==> src/rtl/cnn_pkg.sv <==
// Shared types and arithmetic helpers for the psum binarize/pack datapath.
// Optional feature macro: PSUM_SAT_EN (selects the saturating accumulator add).
package cnn_pkg;

  localparam int PSUM_DATA_WIDTH_DEF = 12;
  localparam int ACC_WIDTH_DEF       = 16;

  typedef logic signed [PSUM_DATA_WIDTH_DEF-1:0] psum_t;
  typedef logic signed [ACC_WIDTH_DEF-1:0]       acc_t;

  typedef enum logic {
    S_FILL = 1'b0,
    S_HOLD = 1'b1
  } pack_state_e;

  // Sign-extend the low w bits of v to 32 bits (1 <= w <= 32).
  function automatic logic signed [31:0] sign_extend(input logic [31:0] v, input int unsigned w);
    logic signed [31:0] t;
    t = $signed(v << (32 - w));
    return t >>> (32 - w);
  endfunction

  // Add two values already in w-bit signed range (w <= 31) and clip the
  // result to that range; clipped reports whether clipping happened.
  function automatic logic signed [31:0] sat_add(input logic signed [31:0] a,
                                                 input logic signed [31:0] b,
                                                 input int unsigned        w,
                                                 output logic              clipped);
    logic signed [31:0] s;
    logic signed [31:0] hi;
    logic signed [31:0] lo;
    s  = a + b;
    hi = (32'sd1 <<< (w - 1)) - 32'sd1;
    lo = -hi - 32'sd1;
    clipped = 1'b0;
    if (s > hi) begin
      s       = hi;
      clipped = 1'b1;
    end else if (s < lo) begin
      s       = lo;
      clipped = 1'b1;
    end
    return s;
  endfunction

endpackage

==> src/rtl/psum_channel_acc.sv <==
// Per-pixel channel accumulator: counts channels, sums psums, flags pixel completion.
// Optional feature macro: PSUM_SAT_EN (saturating add plus sticky sat_flag).
module psum_channel_acc
  import cnn_pkg::*;
#(
  parameter int PSUM_DATA_WIDTH = 12,
  parameter int ACC_WIDTH       = 16,
  parameter int NUM_CHANNELS    = 4
) (
  input  logic                       clk,
  input  logic                       reset_n,
  input  logic                       accept,
  input  logic [PSUM_DATA_WIDTH-1:0] in_psum,
  output logic                       pixel_done,
  output logic [ACC_WIDTH-1:0]       pixel_sum,
  output logic                       ch_cnt_next_zero
`ifdef PSUM_SAT_EN
  , output logic                     sat_flag
`endif
);

  localparam int CNT_W = (NUM_CHANNELS > 1) ? $clog2(NUM_CHANNELS) : 1;

  logic [CNT_W-1:0]     ch_cnt_q, ch_cnt_d;
  logic [ACC_WIDTH-1:0] acc_q, acc_d;
  logic                 last_ch;
  logic signed [31:0]   ext_psum;
  logic signed [31:0]   add_base;
  logic signed [31:0]   sum32;
`ifdef PSUM_SAT_EN
  logic                 clip;
  logic                 sat_q, sat_d;
`endif

  // Next-state logic: first channel of a pixel starts from zero, later ones add to acc.
  // NOTE: every variable gets a default at the top of always_comb so no path can infer a latch.
  always_comb begin
    ext_psum = sign_extend(32'(in_psum), PSUM_DATA_WIDTH);
    add_base = (ch_cnt_q == '0) ? 32'sd0 : sign_extend(32'(acc_q), ACC_WIDTH);
`ifdef PSUM_SAT_EN
    sum32    = sat_add(add_base, ext_psum, ACC_WIDTH, clip);
    sat_d    = sat_q | (accept & clip);
`else
    sum32    = add_base + ext_psum;
`endif
    pixel_sum  = ACC_WIDTH'(sum32);
    last_ch    = (ch_cnt_q == CNT_W'(NUM_CHANNELS - 1));
    pixel_done = accept & last_ch;
    acc_d      = acc_q;
    ch_cnt_d   = ch_cnt_q;
    if (accept) begin
      acc_d    = pixel_sum;
      ch_cnt_d = last_ch ? '0 : ch_cnt_q + CNT_W'(1);
    end
    ch_cnt_next_zero = (ch_cnt_d == '0);
  end

  // Accumulator and channel counter registers.
  // NOTE: sequential state uses non-blocking assignments so all flops update from pre-edge values.
  always_ff @(posedge clk or negedge reset_n) begin
    if (!reset_n) begin
      ch_cnt_q <= '0;
      acc_q    <= '0;
`ifdef PSUM_SAT_EN
      sat_q    <= 1'b0;
`endif
    end else begin
      ch_cnt_q <= ch_cnt_d;
      acc_q    <= acc_d;
`ifdef PSUM_SAT_EN
      sat_q    <= sat_d;
`endif
    end
  end

`ifdef PSUM_SAT_EN
  assign sat_flag = sat_q;
`endif

endmodule

==> src/rtl/psum_binarize_pack.sv <==
// Binarizes accumulated pixel sums by threshold and packs bits LSB-first into words.
// Optional feature macro: PSUM_SAT_EN (saturating accumulator, adds sat_flag output).
module psum_binarize_pack
  import cnn_pkg::*;
#(
  parameter int PSUM_DATA_WIDTH = 12,
  parameter int ACC_WIDTH       = 16,
  parameter int NUM_CHANNELS    = 4,
  parameter int PACK_WIDTH      = 8
) (
  input  logic                              clk,
  input  logic                              reset_n,
  input  logic                              in_valid,
  output logic                              in_ready,
  input  logic [PSUM_DATA_WIDTH-1:0]        in_psum,
  input  logic [ACC_WIDTH-1:0]              threshold,
  input  logic                              flush,
  output logic                              out_valid,
  input  logic                              out_ready,
  output logic [PACK_WIDTH-1:0]             out_bits,
  output logic [$clog2(PACK_WIDTH+1)-1:0]   out_count
`ifdef PSUM_SAT_EN
  , output logic                            sat_flag
`endif
);

  localparam int COUNT_W = $clog2(PACK_WIDTH + 1);

  pack_state_e          state_q, state_d;
  logic [PACK_WIDTH-1:0] pack_q, pack_d, pack_next;
  logic [COUNT_W-1:0]   bit_idx_q, bit_idx_d, count_next;
  logic                 flush_pend_q, flush_pend_d;
  logic [PACK_WIDTH-1:0] out_bits_q, out_bits_d;
  logic [COUNT_W-1:0]   out_count_q, out_count_d;

  logic                 accept, xfer, out_free;
  logic                 pixel_done, ch_cnt_next_zero, pix_bit;
  logic [ACC_WIDTH-1:0] pixel_sum;
  logic                 pend, honour, word_done, emit;

  assign out_valid = (state_q == S_HOLD);
  assign out_free  = !out_valid | out_ready;
  assign in_ready  = out_free;
  assign accept    = in_valid & in_ready;
  assign xfer      = out_valid & out_ready;
  assign out_bits  = out_bits_q;
  assign out_count = out_count_q;

  psum_channel_acc #(
    .PSUM_DATA_WIDTH (PSUM_DATA_WIDTH),
    .ACC_WIDTH       (ACC_WIDTH),
    .NUM_CHANNELS    (NUM_CHANNELS)
  ) u_acc (
    .clk              (clk),
    .reset_n          (reset_n),
    .accept           (accept),
    .in_psum          (in_psum),
    .pixel_done       (pixel_done),
    .pixel_sum        (pixel_sum),
    .ch_cnt_next_zero (ch_cnt_next_zero)
`ifdef PSUM_SAT_EN
    , .sat_flag       (sat_flag)
`endif
  );

  // Compare, pack, flush arbitration and output-register next state.
  always_comb begin
    state_d      = state_q;
    pack_d       = pack_q;
    bit_idx_d    = bit_idx_q;
    out_bits_d   = out_bits_q;
    out_count_d  = out_count_q;

    pix_bit   = ($signed(pixel_sum) >= $signed(threshold));
    pack_next = pack_q;
    for (int i = 0; i < PACK_WIDTH; i++) begin
      if (pixel_done && (bit_idx_q == COUNT_W'(i))) pack_next[i] = pix_bit;
    end
    count_next = bit_idx_q + COUNT_W'(pixel_done);
    word_done  = pixel_done & (bit_idx_q == COUNT_W'(PACK_WIDTH - 1));

    // A flush pulse counts as pending in its own cycle; it is honoured only at a
    // pixel boundary with the output register able to take a word.
    pend         = flush_pend_q | flush;
    honour       = pend & ch_cnt_next_zero & out_free;
    flush_pend_d = pend & ~honour;
    emit         = word_done | (honour & (count_next != '0));

    if (pixel_done) begin
      pack_d    = pack_next;
      bit_idx_d = count_next;
    end

    if (emit) begin
      out_bits_d  = pack_next;
      out_count_d = count_next;
      pack_d      = '0;
      bit_idx_d   = '0;
      state_d     = S_HOLD;
    end else if (xfer) begin
      state_d     = S_FILL;
    end
  end

  // FSM, pack register and output register.
  always_ff @(posedge clk or negedge reset_n) begin
    if (!reset_n) begin
      state_q      <= S_FILL;
      pack_q       <= '0;
      bit_idx_q    <= '0;
      flush_pend_q <= 1'b0;
      out_bits_q   <= '0;
      out_count_q  <= '0;
    end else begin
      state_q      <= state_d;
      pack_q       <= pack_d;
      bit_idx_q    <= bit_idx_d;
      flush_pend_q <= flush_pend_d;
      out_bits_q   <= out_bits_d;
      out_count_q  <= out_count_d;
    end
  end

endmodule

==> config.mk <==
export PLATFORM = sky130hd
export DESIGN_NAME = psum_binarize_pack
export DESIGN_NICKNAME = d
export VERILOG_FILES = /design/src/rtl/cnn_pkg.sv /design/src/rtl/psum_channel_acc.sv /design/src/rtl/psum_binarize_pack.sv
export SDC_FILE = /design/constraint.sdc
export NUM_CORES = 1
export LEC_CHECK = 0
export CORE_MARGIN = 2
export CORE_UTILIZATION = 50
export DETAILED_ROUTE_END_ITERATION = 6
export MAX_ROUTING_LAYER = met4
export PLACE_DENSITY = 0.74
export SKIP_LAST_GASP = 1
export SYNTH_ARGS = -nofsm -noshare
export SYNTH_HDL_FRONTEND = slang
export SYNTH_SLANG_ARGS = --single-unit
==> constraint.sdc <==
create_clock -name clk -period 9.7 [get_ports clk]
set_input_delay 0.97 -clock clk [delete_from_list [all_inputs] [get_ports clk]]
set_output_delay 0.97 -clock clk [all_outputs]
set_load 0.03 [all_outputs]
==> After elaboration in Yosys (flattened, before gate mapping) <==
Cells that the tools add are included.
{ "word_totals": {"in_bits": 33, "wordCells": 64, "reg_bits": 44} }
{ "classes": {"n_reduce_logical": 15, "n_mux": 17, "n_addsub": 3, "n_bitwise": 12, "order_cmp": 1, "eq_ne": 8} }
{ "ops": {"columns": ["op", "n"], "rows": [
  ["16-bit by 12-bit adder with 16-bit output", 1],
  ["4-bit by 3-bit == test with 1-bit output, second input constant", 4],
  ["16-bit >= comparator", 1],
  ["16-bit two-way mux", 1],
  ["8-bit two-way mux", 2],
  ["1-bit two-way mux", 10],
  ["1-bit AND", 8],
  ["4-bit by 2-bit == test with 1-bit output, second input constant", 2],
  ["1-bit logical AND", 8],
  ["4-bit two-way mux", 2],
  ["4-bit by 1-bit adder with 4-bit output", 1],
  ["4-bit by 1-bit == test with 1-bit output, second input constant", 1],
  ["2-bit zero test", 2],
  ["4-bit zero test", 1],
  ["2-bit two-way mux", 2],
  ["2-bit nonzero test", 2],
  ["4-bit nonzero test", 1],
  ["1-bit bitwise OR", 3],
  ["2-bit by 1-bit adder with 2-bit output, second input constant", 1],
  ["2-bit == test, second input constant", 1],
  ["1-bit zero test", 1],
  ["1-bit NOT", 1]
]} }

==> Depth between registers and ports, before layout <==
Gate-level depths: netlist (run 1).
{ "depth": {"ltp_word": 10, "ltp_mapped": 20, "mapped_depth_nobuf": 19} }

==> Cells and area by module <==
From an unflattened synthesis (run 1), not the netlist that was laid out.
{ "hier_totals": {"hier_cells": 369, "area_unflattened_um2": 3388.2} }
{ "by_module_without_submodules": {"columns": ["module", "seq_area_each_um2", "cells_per_inst", "n_inst", "area_each_um2"], "rows": [
  ["psum_binarize_pack", 650.6, 199, 1, 1810.5],
  ["psum_channel_acc", 450.4, 170, 1, 1577.8]
]} }

==> Least setup slack after synthesis (run 1) <==
OpenSTA, ideal clock, no wires.
{ "synth_timing": {"path_kind": "register -> register", "start": "reg u_acc.ch_cnt_q[0]", "end": "reg out_bits_q[0], in the netlist out_bits[0]", "path_slack_ps": 5524, "t_arrival_ps": 4050, "path_stages_with_launch": 21, "n_path_buf": 3, "period_less_slack_ps": 4176, "setup_ps": 126, "path_cell_list": "dfrtp_1 > inv_1 > ha_1 > clkbuf_1 > nor2b_1 > ha_1 > clkbuf_2 > a21oi_1 > o41ai_4 > a31oi_4 > o221a_1 > a21oi_1 > nand2b_1 > ha_1 > nand4_1 > nor4_2 > o21ai_1 > a31o_1 > buf_2 > a21oi_1 > o31ai_1"} }
{ "synth_between": {"elab_cells_between_ends": 19} }
{ "synth_lines": {"columns": ["element", "line", "text"], "rows": [
  ["start: declaration", "psum_channel_acc.sv:24", "logic [CNT_W-1:0] ch_cnt_q, ch_cnt_d;"],
  ["start signal: assignment", "psum_channel_acc.sv:68", "ch_cnt_q <= ch_cnt_d;"],
  ["2-bit zero test", "psum_channel_acc.sv:39", "add_base = (ch_cnt_q == '0) ? 32'sd0 : sign_extend(32'(acc_q), ACC_WIDTH);"],
  ["16-bit two-way mux", "psum_channel_acc.sv:39", null],
  ["16-bit by 12-bit adder with 16-bit output", "psum_channel_acc.sv:44", "sum32 = add_base + ext_psum;"],
  ["net pixel_sum[15]", "psum_binarize_pack.sv:38", "logic [ACC_WIDTH-1:0] pixel_sum;"],
  ["16-bit >= comparator", "psum_binarize_pack.sv:74", "pix_bit = ($signed(pixel_sum) >= $signed(threshold));"],
  ["1-bit two-way mux", "psum_binarize_pack.sv:77", "if (pixel_done && (bit_idx_q == COUNT_W'(i))) pack_next[i] = pix_bit;"],
  ["end signal: assignment", "psum_binarize_pack.sv:119", "out_bits_q <= out_bits_d;"],
  ["end: declaration", "psum_binarize_pack.sv:33", "logic [PACK_WIDTH-1:0] out_bits_q, out_bits_d;"]
]} }
The timed path passes the listed nets, and every way through them passes these cells.
A chain may end at the register's enable or synchronous reset.

==> Worst setup path in the final report (run 1) <==
{ "layout_timing": {"start": "reg u_acc.ch_cnt_q[0]", "end": "reg out_bits_q[3], in the netlist out_bits[3]"} }
Same word-level chain as after synthesis.

==> metrics.md, run 1 <==
| Metric | Value |
|---|---|
| Status | complete, no violations |
| Slew Limit Headroom | 34.9% |
| Critical path data arrival time | 5.14 ns |
| Layout area overhead | 17.7% |
| Antenna cells | 0 |
| GPL Wtd Cong | 0.832 |
| Routed WL per cell | 15.1 um |
| Nets | 493 |
| Die height | 86.5 um |
| Tmin final | 4.94 ns |
| Pins Over Slew Limit | 0 |
| Initial antenna violation count | 0 |
| Post-cts hold buffer count | 0 |
| Pin count of the biggest net entering global routing | 45 |
| Setup ws final | 4.76 ns |
| DP Worst Slack | 4.55 ns |
| Clock power frac | 11.3% |
| Root Driver | clkbuf_8 |
| DRC | 0 |
| Lkg Pwr | 1.90 nW |
| Power Internal | 0.684 mW |
| Fillers | 586 |
| Floorplan core area | 6680 um2 |
| Worst hold path class | flip-flop to flip-flop |
| Initial drt markers | 100 |
| Mean Syn Cell Area | 8.83 um2 |
| Commonest cells after routing, fill and taps aside | 53 x nand2_1, 45 x clkdlybuf4s50_1, 44 x dfrtp_1, 35 x ha_1, 28 x inv_1 |
| Flop pwr share | 21.4% |
| Worst VDD drop | 0.000134 V |
| Register area share after synthesis | 32.4% |
| # clock sinks | 44 |
| Mapped Nets | 454 |
| I/O Buffers | 46 |
| Crit end category | flip-flop |
| First-pass GRT wire length | 13.1 mm |
| Path depth of the worst reg2reg path | 18 |
| Fmax | 0.202 GHz |
| Yosys cell types | 65 |
| Synth Cell Area | 3400 um2 |
| DP HPWL | 5.66 mm |
| Share of post-route cells with drive strength above 1 | 7.76% |
| Clock slew at reported path FFs | 0.10 ns |
| Simple-gate share of the synthesized area | 22.4% |
| Die X | 86.5 um |
| Drt total wl | 7.62 mm |
| Net switching power | 0.609 mW |
| Multi-input logic area | 2120 um2 |
| Async S/R FF share, synth | 100% |
| GRT Util Overall | 22.4% |
| Final period utilization | 50.9% |
| CTS resizes | 0 |
| Slowest cell on the critical path | ha_1 |
| Initial Util | 50.9% |
| CP Max Fanout | 17 |
| Combinational share of power | 67.2% |
| Synth Area in Compound Gates | 20.0% |
| Worst-Skew Late Latency | 0.30 ns |
| Switching Fraction | 47.1% |
| Worst hold stages | 2 |
| Clock tree buffer depth | 2 |
| Post-CTS setup buffer count | 0 |
| Via density | 5.68 |
| Vias in the first global route | 2819 |
| TritonRoute pass-1 iters | 4 |
| Antenna Nets Post-Route | 0 |
| Mux share of post-synthesis cell area | 2.94% |
| CTS tree | built |
| Setup TNS | 0 ns |
| DR vias | 2866 |
| Crit start category | flip-flop |
| Synthesized netlist cell count | 385 |
| Final Hold Viols | 0 |
| CTS Buf Count | 5 |
| Worst Setup Path Type | flip-flop to flip-flop |
| EDFF count, synth | 0 |
| Clock Skews | 0.0105 ns |
| Synth Register Bits | 44 |
| I/O Pins | 47 |
| Worst endpoint required time | 9.90 ns |
| Crit path largest cell delay | 0.63 ns |
| Largest family of logic cells by synthesized area | simple AND/OR/NAND/NOR gates |
| CP cell instances | inv_1 -> ha_1 -> nand2b_1 -> inv_1 -> ha_1 -> a211oi_2 -> o41ai_4 -> a31oi_4 -> o221a_1 -> a21oi_1 -> nand2b_1 -> ha_1 -> nand4_1 -> nor4_2 -> o21ai_1 -> nand4_1 -> a21oi_1 -> o31ai_1 |
| Max cap viols | 0 |
| DIE AREA | 7470 um2 |
| Synth Area in Adders | 13.5% |
| Global route total overflow | 0 |
| Most used cell, CP | ha_1 |
| Worst Max-Slew Pin Slew | 0.977 ns |
| Reg area | 1100 um2 |
| Syn. warnings | 0 |
| CTS H-tree lvls | 2 |
| Std-Cell Rows | 30 |
| Post-synthesis xor/xnor area fraction | 3.61% |
| Ys flop type | dfrtp_1 |
| Most common cell after layout, fill and taps aside | nand2_1 |
| Unrepaired setup endpoints after global routing | no |
| Final setup viols | 0 |
| PwrDens | 323 nW/um2 |
## registers in the layout (all words and copies together), names as in the netlist
| signal | cells |
|---|---|
| flush_pend_q | 1 |
| pack_q | 8 |
| bit_idx_q | 4 |
| out_bits | 8 |
| u_acc.acc_q | 16 |
| out_count | 4 |
| out_valid | 1 |
| u_acc.ch_cnt_q | 2 |
## layer usage
| metal | track usage [%] | vias to the layer above | share of wire, % |
|---|---|---|---|
| met5 | - | - | 0 |
| met4 | 4.26 | 0 | 0.92 |
| met3 | 3.33 | 8 | 4.1 |
| met2 | 35.8 | 64 | 47 |
| met1 | 30.6 | 1356 | 48 |
| li1 | - | 1438 | - |
## cell usage after synthesis (all sizes together), types with 2 or more instances
cell type   n  area, um2
o21ai      17       96.3
a21oi      27        143
a31o        2       17.5
o211ai      4       35.0
o31ai       6       45.0
nand2b      4       25.0
a211oi      4       35.0
nand3      12       65.1
nand2      53        199
a21o        7       52.6
nor4        4       31.3
mux2        5       60.1
a31oi       3       33.8
ha         35        438
clkbuf      7       27.5
nor2b      22        138
nor3        7       35.0
buf         7       42.5
xor2        6       52.6
xnor2       8       70.1
and2        4       25.0
inv        28        105
a211o       2       17.5
a32oi       2       17.5
and4        2       17.5
o21bai      2       18.8
mux2i       4       40.0
and3        3       18.8
nand4       8       56.3
dfrtp      44       1100
o21a        5       38.8
nor2       23       88.8
a21boi      3       22.5
## power groups by stage
stage          sequential [mW]  combinational (mW)  clock, mW
6_report                 0.277               0.869      0.147
5_1_grt                  0.285               0.972      0.158
4_1_cts                  0.277               0.867      0.150
3_5_place_dp             0.280               0.861          0
3_3_place_gp             0.279               0.847          0
2_1_floorplan            0.297               0.651          0
## layout make-up
type | count | area share (%)
multi-input cells | 299 | 53.1
flip-flops and latches | 44 | 27.5
repair buffers | 46 | 11.4
inverters | 28 | 2.63
well taps | 80 | 2.50
clock buffers | 5 | 1.72
clock inverters | 3 | 1.16
## metrics by stage
step           utilization [%]  hold WS, ns  power [mW]  std cells  cell area (um2)
2_1_floorplan                -        0.438       0.948        385             3400
3_3_place_gp              58.1        0.450        1.13        497             3880
3_5_place_dp              58.1        0.458        1.14        497             3880
4_1_cts                   59.9        0.480        1.29        505             4000
5_1_grt                   59.9        0.513        1.42        505             4000
6_report                  59.9        0.476        1.29        505             4000
## kinds of logic (layout without fill, tap and decap cells)
group           Yosys count  after routing
simple gates            148            148
compound gates           92             92
flops                    44             44
buf+inv                  42             82
fa+ha+maj                36             36
xor+xnor                 14             14
mux                       9              9
## critical path, delay by kind of cell (launching register included)
kind | cells | cell delay (ns)
simple gates | 5 | 1.26
buf+inv | 2 | 0.14
fa+ha+maj | 3 | 1.24
compound gates | 8 | 1.74
flops | 1 | 0.44
## final timing paths
| kind | slack [ns] | from | to |
|---|---|---|---|
| min in group asynchronous | 0.82 | reset_n | out_count[1] |
| worst min-delay path | 0.48 | u_acc.acc_q[3] | u_acc.acc_q[3] |
| worst min register to register | 0.48 | u_acc.acc_q[3] | u_acc.acc_q[3] |
| worst max-delay path | 4.76 | u_acc.ch_cnt_q[0] | out_bits[3] |
| worst max register to register | 4.76 | u_acc.ch_cnt_q[0] | out_bits[3] |
| max in group asynchronous | 8.27 | reset_n | u_acc.acc_q[2] |
Note: power is estimated with default switching activity, not from simulation.
==> run 2, diff against run 1 <==
==> constraint.sdc (replaced) <==
create_clock -name clk -period 4.9 [get_ports clk]
set_input_delay 0.49 -clock clk [delete_from_list [all_inputs] [get_ports clk]]
set_output_delay 0.49 -clock clk [all_outputs]
set_load 0.03 [all_outputs]
==> run 2 against run 1 <==
Cell area fell by 0.13%. Combinational power is 100% higher. Highest routed layer unchanged. Fmax increased by 7.5%. Sequential power is 99% higher. Critical path depth unchanged. First-iteration DRC count increased by 17%. Die area did not move. Clock-buffer cell count up 1. Setup slack worse by 4.5 ns. Critical path type unchanged. Via count hardly changed.
==> metrics.md, run 2 (synthesis gave the netlist of run 1 again) <==
| Metric | Value |
|---|---|
| Most common cell after layout, fill and taps aside | nand2_1 |
| Global route total overflow | 0 (unchanged) |
| Final period utilization | 93.8% (+43 points) |
| Worst Setup Path Type | flip-flop to flip-flop |
| Pins Over Slew Limit | 0 (unchanged) |
| Crit start category | flip-flop |
| Worst endpoint required time | 5.09 ns (-4.81 ns) |
| Post-layout total power | 2.54 mW (+97%) |
| Clock tree buffer depth | 2 (unchanged) |
| Vias in the first global route | 2822 (+0.11%) |
| Root Driver | clkbuf_8 |
| Slew Limit Headroom | 31.5% (-3.3 points) |
| Reg area | 1100 um2 (unchanged) |
| Multi-input logic area | 2130 um2 (+0.29%) |
| Die height | 86.5 um (unchanged) |
| Final Hold Viols | 0 (unchanged) |
| Worst Max-Slew Pin Slew | 1.03 ns (+0.0499 ns) |
| Worst hold path class | input port to asynchronous set/reset pin |
| Placed Instance Area | 3890 um2 (+0.19%) |
| Hold WS | 0.360 ns (-0.116 ns) |
| Die X | 86.5 um (unchanged) |
| Flip-flop count of the largest register after layout | 16 (unchanged) |
| Layout area overhead | 17.5% |
| Final cell count without fillers | 507 (+0.40%) |
| Setup ws final | 0.305 ns (-4.46 ns) |
| Via density | 5.65 (-0.43%) |
| TritonRoute pass-1 iters | 4 (unchanged) |
| Routed WL per cell | 15.4 um (+1.9%) |
| Pin count of the biggest net entering global routing | 45 (unchanged) |
| Placed insts | 498 (+0.20%) |
| I/O Buffers | 46 (unchanged) |
| Setup TNS | 0 ns (unchanged) |
| Critical path data arrival time | 4.78 ns (-0.36 ns) |
| Initial Util | 50.9% (unchanged) |
| Util after Layout | 59.8% (-0.075 points) |
| Status | complete, no violations |
| GRT Util Overall | 22.9% (+0.54 points) |
| I/O Pins | 47 (unchanged) |
| Final setup viols | 0 (unchanged) |
| DP Worst Slack | 0.0577 ns (-4.49 ns) |
| CP Max Fanout | 17 (unchanged) |
| Fillers | 599 (+2.2%) |
| Clock Skews | 0.00596 ns (-0.00451 ns) |
| Antenna Nets Post-Route | 0 (unchanged) |
| CTS H-tree lvls | 2 (unchanged) |
| Std-Cell Rows | 30 (unchanged) |
| Drt total wl | 7.80 mm (+2.3%) |
| Nets | 495 (+0.41%) |
| GPL Wtd Cong | 0.849 (+2.1%) |
| PwrDens | 636 nW/um2 (+97%) |
| Post-cts hold buffer count | 0 (unchanged) |
| CTS tree | built |
| Commonest cells after routing, fill and taps aside | 53 x nand2_1, 45 x clkdlybuf4s50_1, 44 x dfrtp_1, 34 x ha_1, 28 x inv_1 |
| Unrepaired setup endpoints after global routing | no |
| DIE AREA | 7470 um2 (unchanged) |
| Lkg Pwr | 1.90 nW (-0.30%) |
| Initial antenna violation count | 0 (unchanged) |
| Tmin final | 4.60 ns (-0.345 ns) |
| Max cap viols | 0 (unchanged) |
| First-pass GRT wire length | 13.3 mm (+1.8%) |
| Floorplan core area | 6680 um2 (unchanged) |
| # clock sinks | 44 (unchanged) |
| CTS Buf Count | 5 (unchanged) |
| DP HPWL | 5.78 mm (+2.1%) |
| Worst VDD drop | 0.000254 V (+89%) |
| Share of post-route cells with drive strength above 1 | 8.67% (+0.90 points) |
| DRC | 0 (unchanged) |
| Clock slew at reported path FFs | 0.09 ns (about the same) |
| Final instance area | 4000 um2 (-0.13%) |
| Initial drt markers | 117 (+17%) |
| DR vias | 2865 (-0.035%) |
| Antenna cells | 0 (unchanged) |
| Top reg by flops | u_acc.acc_q |
| Crit end category | flip-flop |
| Fmax | 0.218 GHz (+7.5%) |
| Worst-Skew Late Latency | 0.30 ns (about the same) |
## run 2: worst paths after layout
kind | from | endpoint | slack [ns] | cells after the start
setup / recovery | u_acc.ch_cnt_q[0] | out_bits[0] | 0.30 | 18
hold / removal | reset_n | out_count[1] | 0.36 | 1
setup reg to reg | u_acc.ch_cnt_q[0] | out_bits[0] | 0.30 | 18
hold reg to reg | out_count[0] | out_count[0] | 0.47 | 2
max in group asynchronous | reset_n | u_acc.acc_q[5] | 3.92 | 1
min in group clk | out_count[0] | out_count[0] | 0.47 | 2
## run 2: critical path, cell delays in order (launching register included)
cell and delay [ns]:
dfrtp_1 0.42, inv_1 0.08, ha_2 0.40, nand2b_1 0.21, inv_1 0.06, ha_1 0.30
a211oi_2 0.34, o41ai_4 0.14, a31oi_4 0.28, o221a_1 0.31, a21oi_1 0.09, nand2b_1 0.17
ha_1 0.31, nand4_1 0.17, nor4_2 0.38, o21ai_1 0.14, a31o_2 0.35, a21oi_1 0.21
o31ai_1 0.10
## run 2: timing repair
| action | 4_1_cts | 5_1_grt |
|---|---|---|
| endpoints found under the setup margin | 0 | 15 |
| gates resized for setup | 0 | 3 |
| setup buffers | 0 | 1 |
## run 2: area by class of cell
cell class,instances,share of cell area [%]
multi-input combinational,299,53.3
sequential,44,27.6
timing repair buffer,48,11.8
inverter,28,2.63
tap,80,2.51
clock buffer,6,1.82
clock inverter,2,0.407
## run 2: where the power goes
part	internal, mW	switching [mW]	total (mW)
registers	0.485	0.0670	0.552
logic	0.733	1.02	1.75
clock network	0.102	0.135	0.237
## run 2: routing by layer
layer / GRT usage [%] / wire length, um
met2: 35.5 / 3620
met4: 6.68 / 113
met3: 3.43 / 231
met5: - / 0
met1: 31.3 / 3830
